`src/rtl/fetch_predictor_pkg.sv`:
```
// rtl/fetch_predictor_pkg.sv - shared opcodes, BHT encodings and saturating counter helper
package fetch_predictor_pkg;

    localparam logic [5:0] OP_J   = 6'h02;
    localparam logic [5:0] OP_JAL = 6'h03;
    localparam logic [5:0] OP_BEQ = 6'h04;
    localparam logic [5:0] OP_BNE = 6'h05;

    localparam logic [1:0] BHT_SNT  = 2'b00;
    localparam logic [1:0] BHT_WNT  = 2'b01;
    localparam logic [1:0] BHT_WT   = 2'b10;
    localparam logic [1:0] BHT_ST   = 2'b11;
    localparam logic [1:0] BHT_INIT = BHT_WNT;

    // Two-bit saturating counter step from the snapshot carried down the pipe.
    function automatic logic [1:0] bht_next(input logic [1:0] state, input logic taken);
        logic [1:0] result;
        result = state;
        if (taken && state != BHT_ST) begin
            result = state + 2'd1;
        end else if (!taken && state != BHT_SNT) begin
            result = state - 2'd1;
        end
        return result;
    endfunction

endpackage

```
`src/rtl/fetch_predictor_if.sv`:
```
// rtl/fetch_predictor_if.sv - instruction memory port and EX branch-resolution bus
interface fetch_predictor_if;
    logic [31:0] imem_addr;
    logic [31:0] imem_data;
    logic        upd_valid;
    logic [31:0] upd_pc;
    logic        upd_taken;
    logic [1:0]  upd_bht_state;
    logic        upd_mispredict;
    logic [31:0] upd_redirect_pc;

    modport master (
        output imem_addr,
        input  imem_data,
        input  upd_valid,
        input  upd_pc,
        input  upd_taken,
        input  upd_bht_state,
        input  upd_mispredict,
        input  upd_redirect_pc
    );

    modport slave (
        input  imem_addr,
        output imem_data,
        output upd_valid,
        output upd_pc,
        output upd_taken,
        output upd_bht_state,
        output upd_mispredict,
        output upd_redirect_pc
    );
endinterface

```
`src/rtl/fetch_predictor_bht_table.sv`:
```
// rtl/fetch_predictor_bht_table.sv - bimodal history table, one async read port, one training write port
module bht_table
    import fetch_predictor_pkg::*;
#(
    parameter int BHT_BITS = 6
) (
    input  logic                clk,
    input  logic                rst,
    input  logic [BHT_BITS-1:0] rd_idx,
    output logic [1:0]          rd_state,
    input  logic                wr_en,
    input  logic [BHT_BITS-1:0] wr_idx,
    input  logic                wr_taken,
    input  logic [1:0]          wr_state
);
    localparam int ENTRIES = 1 << BHT_BITS;

    logic [1:0] entries [ENTRIES];

    // Read sees the pre-write value on a same-index collision; no bypass.
    assign rd_state = entries[rd_idx];

    always_ff @(posedge clk or posedge rst) begin
        if (rst) begin
            for (int i = 0; i < ENTRIES; i++) begin
                entries[i] <= BHT_INIT;
            end
        end else if (wr_en) begin
            entries[wr_idx] <= bht_next(wr_state, wr_taken);
        end
    end
endmodule

```
`src/rtl/fetch_predictor.sv`:
```
// rtl/fetch_predictor.sv - fetch stage: PC register, predecode, zero-bubble predicted redirect
module fetch_predictor
    import fetch_predictor_pkg::*;
#(
    parameter int          BHT_BITS = 6,
    parameter logic [31:0] RESET_PC = 32'h0000_0000
) (
    input  logic               clk,
    input  logic               rst,
    input  logic               stall,
    fetch_predictor_if.master  bus,
    output logic [31:0]        inst_out,
    output logic [31:0]        pc_out,
    output logic [1:0]         bht_state_out,
    output logic               pred_taken,
    output logic               ifid_clear_n
);
    logic [31:0] pc;
    logic [31:0] pc_next;
    logic [31:0] pc_plus4;
    logic [31:0] jump_target;
    logic [31:0] branch_target;
    logic [5:0]  opcode;
    logic        is_jump;
    logic        is_branch;
    logic        unused_upd_pc_bits;

    assign bus.imem_addr = pc;
    assign pc_out        = pc;
    assign inst_out      = bus.imem_data;
    assign ifid_clear_n  = !bus.upd_mispredict;

    assign opcode    = bus.imem_data[31:26];
    assign is_jump   = (opcode == OP_J) || (opcode == OP_JAL);
    assign is_branch = (opcode == OP_BEQ) || (opcode == OP_BNE);

    assign pc_plus4      = pc + 32'd4;
    assign jump_target   = {pc_plus4[31:28], bus.imem_data[25:0], 2'b00};
    assign branch_target = pc_plus4 + {{14{bus.imem_data[15]}}, bus.imem_data[15:0], 2'b00};

    // A stalled or flushed fetch must not claim a redirect.
    assign pred_taken = (is_jump || (is_branch && bht_state_out[1]))
                        && !stall && !bus.upd_mispredict;

    assign unused_upd_pc_bits = ^{bus.upd_pc[31:BHT_BITS+2], bus.upd_pc[1:0]};

    bht_table #(
        .BHT_BITS (BHT_BITS)
    ) u_bht (
        .clk      (clk),
        .rst      (rst),
        .rd_idx   (pc[BHT_BITS+1:2]),
        .rd_state (bht_state_out),
        .wr_en    (bus.upd_valid),
        .wr_idx   (bus.upd_pc[BHT_BITS+1:2]),
        .wr_taken (bus.upd_taken),
        .wr_state (bus.upd_bht_state)
    );

    always_comb begin
        pc_next = pc_plus4;
        if (bus.upd_mispredict) begin
            pc_next = bus.upd_redirect_pc;
        end else if (stall) begin
            pc_next = pc;
        end else if (pred_taken) begin
            pc_next = is_jump ? jump_target : branch_target;
        end
    end

    always_ff @(posedge clk or posedge rst) begin
        if (rst) begin
            pc <= RESET_PC;
        end else begin
            pc <= pc_next;
        end
    end
endmodule

```
`src/flat_wrapper.sv`:
```
// flat-port wrapper written by rule: the top's interface ports become plain ports
module fetch_predictor_flat import fetch_predictor_pkg::*;
#(
    parameter int          BHT_BITS = 6,
    parameter logic [31:0] RESET_PC = 32'h0000_0000
)
  (clk, rst, stall, inst_out, pc_out, bht_state_out, pred_taken, ifid_clear_n, bus_imem_addr, bus_imem_data, bus_upd_valid, bus_upd_pc, bus_upd_taken, bus_upd_bht_state, bus_upd_mispredict, bus_upd_redirect_pc);
  fetch_predictor_if bus_i ();
  input  logic clk;
  input  logic rst;
  input  logic stall;
  output logic [31:0] inst_out;
  output logic [31:0] pc_out;
  output logic [1:0] bht_state_out;
  output logic pred_taken;
  output logic ifid_clear_n;
  output wire logic [$bits(bus_i.imem_addr)-1:0] bus_imem_addr;
  input wire logic [$bits(bus_i.imem_data)-1:0] bus_imem_data;
  input wire logic [$bits(bus_i.upd_valid)-1:0] bus_upd_valid;
  input wire logic [$bits(bus_i.upd_pc)-1:0] bus_upd_pc;
  input wire logic [$bits(bus_i.upd_taken)-1:0] bus_upd_taken;
  input wire logic [$bits(bus_i.upd_bht_state)-1:0] bus_upd_bht_state;
  input wire logic [$bits(bus_i.upd_mispredict)-1:0] bus_upd_mispredict;
  input wire logic [$bits(bus_i.upd_redirect_pc)-1:0] bus_upd_redirect_pc;
  assign bus_imem_addr = bus_i.imem_addr;
  assign bus_i.imem_data = bus_imem_data;
  assign bus_i.upd_valid = bus_upd_valid;
  assign bus_i.upd_pc = bus_upd_pc;
  assign bus_i.upd_taken = bus_upd_taken;
  assign bus_i.upd_bht_state = bus_upd_bht_state;
  assign bus_i.upd_mispredict = bus_upd_mispredict;
  assign bus_i.upd_redirect_pc = bus_upd_redirect_pc;
  fetch_predictor #(.BHT_BITS(BHT_BITS), .RESET_PC(RESET_PC)) u_core (.clk(clk), .rst(rst), .stall(stall), .bus(bus_i), .inst_out(inst_out), .pc_out(pc_out), .bht_state_out(bht_state_out), .pred_taken(pred_taken), .ifid_clear_n(ifid_clear_n));
endmodule
```
`config.mk`:
```
export PLATFORM = sky130hd
export DESIGN_NAME = fetch_predictor_flat
export DESIGN_NICKNAME = d
export VERILOG_FILES = /design/src/rtl/fetch_predictor_pkg.sv /design/src/rtl/fetch_predictor_if.sv /design/src/rtl/fetch_predictor_bht_table.sv /design/src/rtl/fetch_predictor.sv /design/src/flat_wrapper.sv
export SDC_FILE = /design/constraint.sdc
export NUM_CORES = 1
export LEC_CHECK = 0
export CORE_UTILIZATION = 58
export CTS_BUF_LIST = sky130_fd_sc_hd__clkbuf_4 sky130_fd_sc_hd__clkbuf_8 sky130_fd_sc_hd__clkbuf_16
export DETAILED_ROUTE_END_ITERATION = 10
export GPL_ROUTABILITY_DRIVEN = 1
export PLACE_DENSITY = 0.88
export SETUP_SLACK_MARGIN = 0.02
export SYNTH_ARGS = -nofsm -noshare
export SYNTH_HDL_FRONTEND = slang
export SYNTH_SLANG_ARGS = --single-unit
```
`constraint.sdc`:
```
create_clock -name clk -period 12.2 [get_ports clk]
set_input_delay 1.83 -clock clk [delete_from_list [all_inputs] [get_ports clk]]
set_output_delay 1.83 -clock clk [all_outputs]
set_load 0.02 [all_outputs]
```
==> results of run 1 <==
-- logic make-up (layout without fill, tap and decap cells) --
family                   count (synthesis)  after routing
AO/OA/AOI/OAI                          321            321
adder cells (fa/ha/maj)                 39             39
multiplexers                            62             62
flip-flops                             160            160
AND/OR/NAND/NOR                        437            437
XOR/XNOR                                46             46
buffers and inverters                  136            240
-- layout by cell type, fill, tap and decap left out, types with 11 or more instances in the layout --
master           instances
clkbuf_16               17
nand2_1                182
nor3_1                  16
nor2_1                 144
a21o_1                  13
clkdlybuf4s50_1        175
mux2i_1                 19
mux4_2                  37
ha_1                    38
dfrtp_1                 96
buf_4                   12
nand3_1                 24
dfstp_2                 64
a211oi_1                11
a21oi_1                 95
a31oi_1                 13
inv_1                   20
xor2_1                  18
xnor2_1                 27
o21ai_0                116
-- worst min-delay path, stage by stage, from the launching register on --
cell	delay (ns)
dfstp_2	0.37
nand2_1	0.04
o21ai_0	0.07
-- metal layers --
layer  vias up  global-route usage (%)
met5         -                       0
met2       560                    53.6
li1       4424                       -
met1      4704                    42.2
met3       116                    5.78
met4         0                    17.6
-- through the flow --
| stage | hold WS, ns | worst slack (ns) | area, um2 | std cells | util [%] |
|---|---|---|---|---|---|
| after floorplan | 0.445 | 6.16 | 10700 | 1201 | - |
| final | 0.481 | 5.29 | 12800 | 1534 | 70.9 |
| after CTS | 0.482 | 5.34 | 12800 | 1534 | 70.9 |
| after global routing | 0.501 | 5.22 | 12800 | 1534 | 70.9 |
| after detailed placement | 0.470 | 5.38 | 12200 | 1502 | 67.5 |
| after global placement | 0.457 | 5.42 | 12200 | 1502 | 67.5 |
-- power by group --
part | internal, mW | switching [mW]
sequential | 0.639 | 0.0677
combinational | 0.268 | 0.317
clock | 0.324 | 0.241
total | 1.23 | 0.625
-- path summary, 6_finish.rpt --
| kind | end | slack [ns] |
|---|---|---|
| max | pred_taken | 5.29 |
| min in group asynchronous | u_core.bus.imem_addr[0] | 1.92 |
| max reg2reg | u_core.bus.imem_addr[29] | 6.90 |
| max in group asynchronous | u_core.u_bht.entries[41] | 8.87 |
| min reg2reg | u_core.u_bht.entries[46] | 0.48 |
| min | u_core.u_bht.entries[46] | 0.48 |
-- sequential cells by signal (all words and copies together), names as in the netlist --
name                  count
u_core.bus.imem_addr     32
u_core.u_bht.entries    128
-- cell type report --
class / instances / area [um2] / area share [%]
tap: 229 / 287 / 2.24
timing repair buffer: 187 / 1840 / 14.4
sequential: 160 / 4080 / 32.0
inverter: 21 / 83.8 / 0.656
clock buffer: 21 / 468 / 3.66
clock inverter: 11 / 145 / 1.14
multi-input combinational: 905 / 5870 / 45.9
==> summary.md, run 1 <==
| Metric | Value |
|---|---|
| Effective utilization at floorplan | `59.6%` |
| Synth Area in XOR/XNOR | `3.75%` |
| Post-Syn Nets | `about 1300` |
| Fraction of layout cells with a size suffix above 1 | `13.0%` |
| Syn_area_per_cell | `approximately 9 um2` |
| GP Congestion | `0.930` |
| Worst R2R Start | `u_core.bus.imem_addr[3]` |
| Residual DRC count | `0` |
| Crit path cell chain | `clkdlybuf4s50_1 -> or3_1 -> or3b_2 -> nor2_1 -> o21ai_2 -> inv_1 -> clkdlybuf4s50_1` |
| Vias per cell | `6.39` |
| Hpwl dp | `slightly above 20000 um` |
| FP Rows | `49` |
| RSZ-0062 raised after global routing | `false` |
| Post-synthesis compound-gate area fraction | `17.9%` |
| Top FF cell, synth | `dfrtp_1` |
| DR pass1 iterations | `6` |
| WL/cell | `20.0 um` |
| Endpoints failing setup | `0` |
| Syn. warnings | `0` |
| Peak supply drop | `0.120 mV` |
| Clock buffer count from CTS | `17` |
| Post-Synth Simple-Gate Area | `18.0%` |
| Core Footprint | `around 0.018 mm2` |
| Die area | `0.0191 mm2` |
| Setup tns final | `0 ns` |
| Filler cells | `1339` |
| Diode count | `0` |
| CP max stage cell | `or3b_2` |
| Clock transition at path regs | `0.06 ns` |
| WS Path Type | `in2out` |
| Reg2reg path depth | `17` |
| CP Max Fanout | `27` |
| Die H | `approximately 140 um` |
| CP startpoint | `bus_imem_data[29]` |
| First-pass GRT wire length | `a little over 50000 um` |
| Status | `finished clean` |
| Hold Violations, Final | `0` |
| Number of I/O pins | `204` |
| Clk sink count | `160` |
| Iteration-0 DRC Markers | `1056` |
| Worst slew margin | `approximately 16%` |
| WL final | `~30000 um` |
| Number of buffers and inverters on the critical path | `3` |
| Family with the most delay on the worst path | `simple AND/OR/NAND/NOR gates` |
| CTS tree | `yes` |
| Synth Cell Area | `0.0107 mm2` |
| Met2 wire len | `14800 um` |
| Antenna violations before repair | `0` |
| Worst skew pair latency | `0.44 ns` |
| Overflow after GRT | `0` |
| Critical path's largest stage delay | `approximately 0.76 ns` |
| PostCTS Resize Cnt | `0` |
| H-tree levels | `4` |
| Worst Tran Pin Value | `1.25 ns` |
| Post-synthesis instance total | `between 1000 and 1500` |
| Routed Antenna Nets | `0` |
| Worst clock skew | `~0.011 ns` |
| Via Count | `9804` |
| Unique masters post-synth | `between 70 and 80` |
| DRT met1 WL | `roughly 12000 um` |
| Crit path required time | `10.37 ns` |
| Post-Synth Adder-Cell Area | `4.61%` |
| Hold Path Cell Cnt | `2` |
| Synth area leaders | `dfrtp_1, dfstp_2, mux4_2, nand2_1, o21ai_0` |
| Post-CTS repair timing setup buffer count | `0` |
| Final period utilization | `56.7%` |
| Clk buf depth | `2` |
| Worst Setup End Kind | `output port` |
| F_max | `145 MHz` |
| Share of the synthesized area in the top cell type | `22.4%` |
| I/O Buffers | `175` |
| Tmin final | `6.91 ns` |
| Largest net degree at the start of global routing | `between 80 and 90` |
| Power density over the cells | `145 mW/mm2` |
| Worst EP arrival | `between 5 and 6 ns` |
| Async SR Flop Fraction | `100%` |
| Max Cap Viol | `0` |
| Min-Delay Startpoint | `u_core.u_bht.entries[46]` |
| Slew Limit Fails | `0` |
| Hold Buf Count CTS | `0` |
| Most frequent cells after synthesis | `nand2_1, nor2_1, o21ai_0, a21oi_1, dfrtp_1` |
| Number of global-route vias before repair | `between 9000 and 10000` |
| Synth area leader | `dfrtp_1` |
| Top cell by count, worst path | `clkdlybuf4s50_1` |
| Tightest Hold Check Type | `reg2reg` |
| Number of synthesized flops with an enable pin | `0` |
| Lkg Pwr | `approximately 5.2 nW` |
| Overall Power | `1.86 mW` |
| Root Driver | `clkbuf_16` |
| GRT Util Overall | `approximately a third` |
| DR WL met3 | `2860 um` |
| Sequential-to-total area share from yosys stat | `38.0%` |
| Area grow syn2layout | `19.0%` |
| Nets | `1435` |
| Flops & latches, synth | `160` |
| Count leader, synth | `nand2_1` |
| Main combinational cell family by area after synthesis | `simple AND/OR/NAND/NOR gates` |
| Crit. path cell count | `7` |
| Mux contribution to synthesized area | `10.2%` |
| Top layer in use | `met4` |
| Worst setup SP type | `input pin` |
| Die width | `138 um` |
Note: power is estimated with default switching activity, not from simulation.
==> run 2: changes to the inputs <==
--- a/config.mk
+++ b/config.mk
@@ -5,11 +5,11 @@
 export SDC_FILE = /design/constraint.sdc
 export NUM_CORES = 1
 export LEC_CHECK = 0
-export CORE_UTILIZATION = 58
+export CORE_UTILIZATION = 48
 export CTS_BUF_LIST = sky130_fd_sc_hd__clkbuf_4 sky130_fd_sc_hd__clkbuf_8 sky130_fd_sc_hd__clkbuf_16
 export DETAILED_ROUTE_END_ITERATION = 10
 export GPL_ROUTABILITY_DRIVEN = 1
-export PLACE_DENSITY = 0.88
+export PLACE_DENSITY = 0.78
 export SETUP_SLACK_MARGIN = 0.02
 export SYNTH_ARGS = -nofsm -noshare
 export SYNTH_HDL_FRONTEND = slang
==> constraint.sdc (replaced) <==
create_clock -name clk -period 5.6 [get_ports clk]
set_input_delay 0.84 -clock clk [delete_from_list [all_inputs] [get_ports clk]]
set_output_delay 0.84 -clock clk [all_outputs]
set_load 0.02 [all_outputs]
==> run 2 against run 1 <==
Effect of this change:
- cell count increased by 3.7%
- hold slack got worse by 0.0037 ns
- setup slack got worse by 4.8 ns
- global-route usage decreased by 5.4 points
- critical endpoint unchanged
- non-clock buffer count increased by 6
==> summary.md, run 2 (same netlist as run 1, synthesis figures left out) <==
| Metric | Value |
|---|---|
| Switching power | `1.39 mW` |
| WS Path Type | `reg2out` |
| Die H | `152 um` |
| Sequential Power Share | `between 30% and 40%` |
| Worst clock skew | `approximately 0.0095 ns` |
| RSZ-0062 raised after global routing | `false` |
| GP Congestion | `just over 0.9` |
| Worst Tran Pin Value | `1.31 ns` |
| Worst Setup End Kind | `output port` |
| Overflow after GRT | `0` |
| F_max | `195 MHz` |
| Root Driver | `clkbuf_16` |
| Peak supply drop | `between 0.2 and 0.25 mV` |
| Tightest Hold Check Type | `reg2reg` |
| Via Count | `9472` |
| Dpl cell area | `0.0123 mm2` |
| I/O Buffers | `175` |
| Setup tns final | `0 ns` |
| Largest net degree at the start of global routing | `approximately 110` |
| Hold Buf Count CTS | `0` |
| Clk buf depth | `2` |
| Tmin final | `5.14 ns` |
| Overall Power | `roughly 4.0 mW` |
| Number of I/O pins | `204` |
| WL final | `between 30000 and 40000 um` |
| Finished Layout Cells | `roughly 1600` |
| Routed Antenna Nets | `0` |
| Die area | `0.0230 mm2` |
| Hpwl dp | `21200 um` |
| Status | `finished clean` |
| Iteration-0 DRC Markers | `638` |
| Antenna violations before repair | `0` |
| Lkg Pwr | `about 5.2 nW` |
| First-pass GRT wire length | `approximately 48000 um` |
| Core Footprint | `0.0219 mm2` |
| Power Internal | `2.58 mW` |
| H-tree levels | `4` |
| Worst EP arrival | `approximately 4.3 ns` |
| Worst skew pair latency | `0.44 ns` |
| Clk sink count | `160` |
| Top reg by flops | `u_core.u_bht.entries` |
| Post-CTS repair timing setup buffer count | `0` |
| CTS tree | `yes` |
| Clock buffer count from CTS | `17` |
| Number of placed instances, taps included | `1559` |
| Hold Violations, Final | `0` |
| GRT Util Overall | `27.6%` |
| Most frequent cells in the layout | `nand2_1, clkdlybuf4s50_1, nor2_1` |
| Max Cap Viol | `0` |
| Worst slew margin | `12.1%` |
| CP Max Fanout | `13` |
| Worst setup SP type | `flop` |
| Endpoints failing setup | `0` |
| Most common cell after layout, fill and taps aside | `nand2_1` |
| Nets | `about 1400` |
| Number of global-route vias before repair | `about 9000` |
| Crit path required time | `approximately 4.8 ns` |
| Vias per cell | `between 5 and 6` |
| Slew Limit Fails | `0` |
| Fraction of layout cells with a size suffix above 1 | `13.4%` |
| Final period utilization | `91.8%` |
| Clock power frac | `29.3%` |
| PostCTS Resize Cnt | `0` |
| DR pass1 iterations | `5` |
| FP Rows | `54` |
| Post-layout instance area | `0.0129 mm2` |
| Die width | `152 um` |
| Clock transition at path regs | `~0.07 ns` |
| Effective utilization at floorplan | `~50%` |
| WL/cell | `roughly 19 um` |
| Area grow syn2layout | `20.0%` |
| Combinational fraction of design power | `31.7%` |
| Largest register FFs | `between 100 and 150` |
| Power density over the cells | `309 mW/mm2` |
| Residual DRC count | `0` |
| Diode count | `0` |
| Sw Ratio | `35.1%` |
run 2: cell count changes in the layout (fill, tap and decap cells not counted):
cell / delta
buf_12: +1
buf_4: +5
bufinv_16: -2
clkbuf_4: -2
clkbuf_8: -2
clkinv_2: +1
clkinv_8: +5
dfrtp_1: -1
dfrtp_2: +1
run 2: final cells by class:
| class | instances | area, um2 |
|---|---|---|
| fill | 1879 | 9010 |
| multi-input combinational | 905 | 5870 |
| sequential | 160 | 4090 |
| timing repair buffer | 193 | 1900 |
| clock buffer | 17 | 425 |
| tap | 280 | 350 |
| clock inverter | 15 | 171 |
| inverter | 21 | 83.8 |
run 2: metal layers:
| layer | part of all wire (%) | wire length [um] | GRT usage [%] | up-vias |
|---|---|---|---|---|
| li1 | - | - | - | 4437 |
| met1 | 40 | 12300 | 34.7 | 4573 |
| met2 | 50 | 15200 | 46.4 | 391 |
| met3 | 7.5 | 2320 | 5.45 | 71 |
| met4 | 2.9 | 886 | 11.2 | 0 |
| met5 | 0 | 0 | 0 | - |
run 2: worst paths after layout:
check / slack, ns / to / from / cells after the start
min in group asynchronous: 0.99 / u_core.bus.imem_addr[0] / rst / 2
worst min-delay path: 0.48 / u_core.u_bht.entries[23] / u_core.u_bht.entries[23] / 2
worst max-delay path: 0.46 / pred_taken / u_core.bus.imem_addr[4] / 9
worst min register to register: 0.48 / u_core.u_bht.entries[23] / u_core.u_bht.entries[23] / 2
worst max register to register: 0.69 / u_core.bus.imem_addr[28] / u_core.bus.imem_addr[5] / 15
max in group asynchronous: 3.59 / u_core.u_bht.entries[92] / rst / 3
run 2: per-stage QoR:
stage	util, %	hold slack, ns	worst slack (ns)
detailed placement	56.1	0.465	0.817
finish	58.9	0.477	0.461
CTS	58.9	0.481	0.480
global placement	56.1	0.457	0.845
global route	58.9	0.495	0.379
floorplan	-	0.445	0.546
run 2: power by group through the flow:
| stage | Clock, mW | Combinational [mW] | Sequential (mW) |
|---|---|---|---|
| 5_1_grt | 1.23 | 1.37 | 1.57 |
| 4_1_cts | 1.18 | 1.26 | 1.55 |
| 2_1_floorplan | 0 | 0.880 | 1.53 |
| 3_5_place_dp | 0 | 1.24 | 1.56 |
| 3_3_place_gp | 0 | 1.22 | 1.55 |
| 6_report | 1.17 | 1.26 | 1.55 |
run 2: critical path: stages (launching register included):
cell and delay, ns:
dfrtp_1 0.82, buf_4 0.38, mux4_2 0.34, mux4_2 0.45
nor2b_1 0.16, a211oi_2 0.34, nor3_1 0.17, o21ai_2 0.35
inv_1 0.25, clkdlybuf4s50_1 0.60
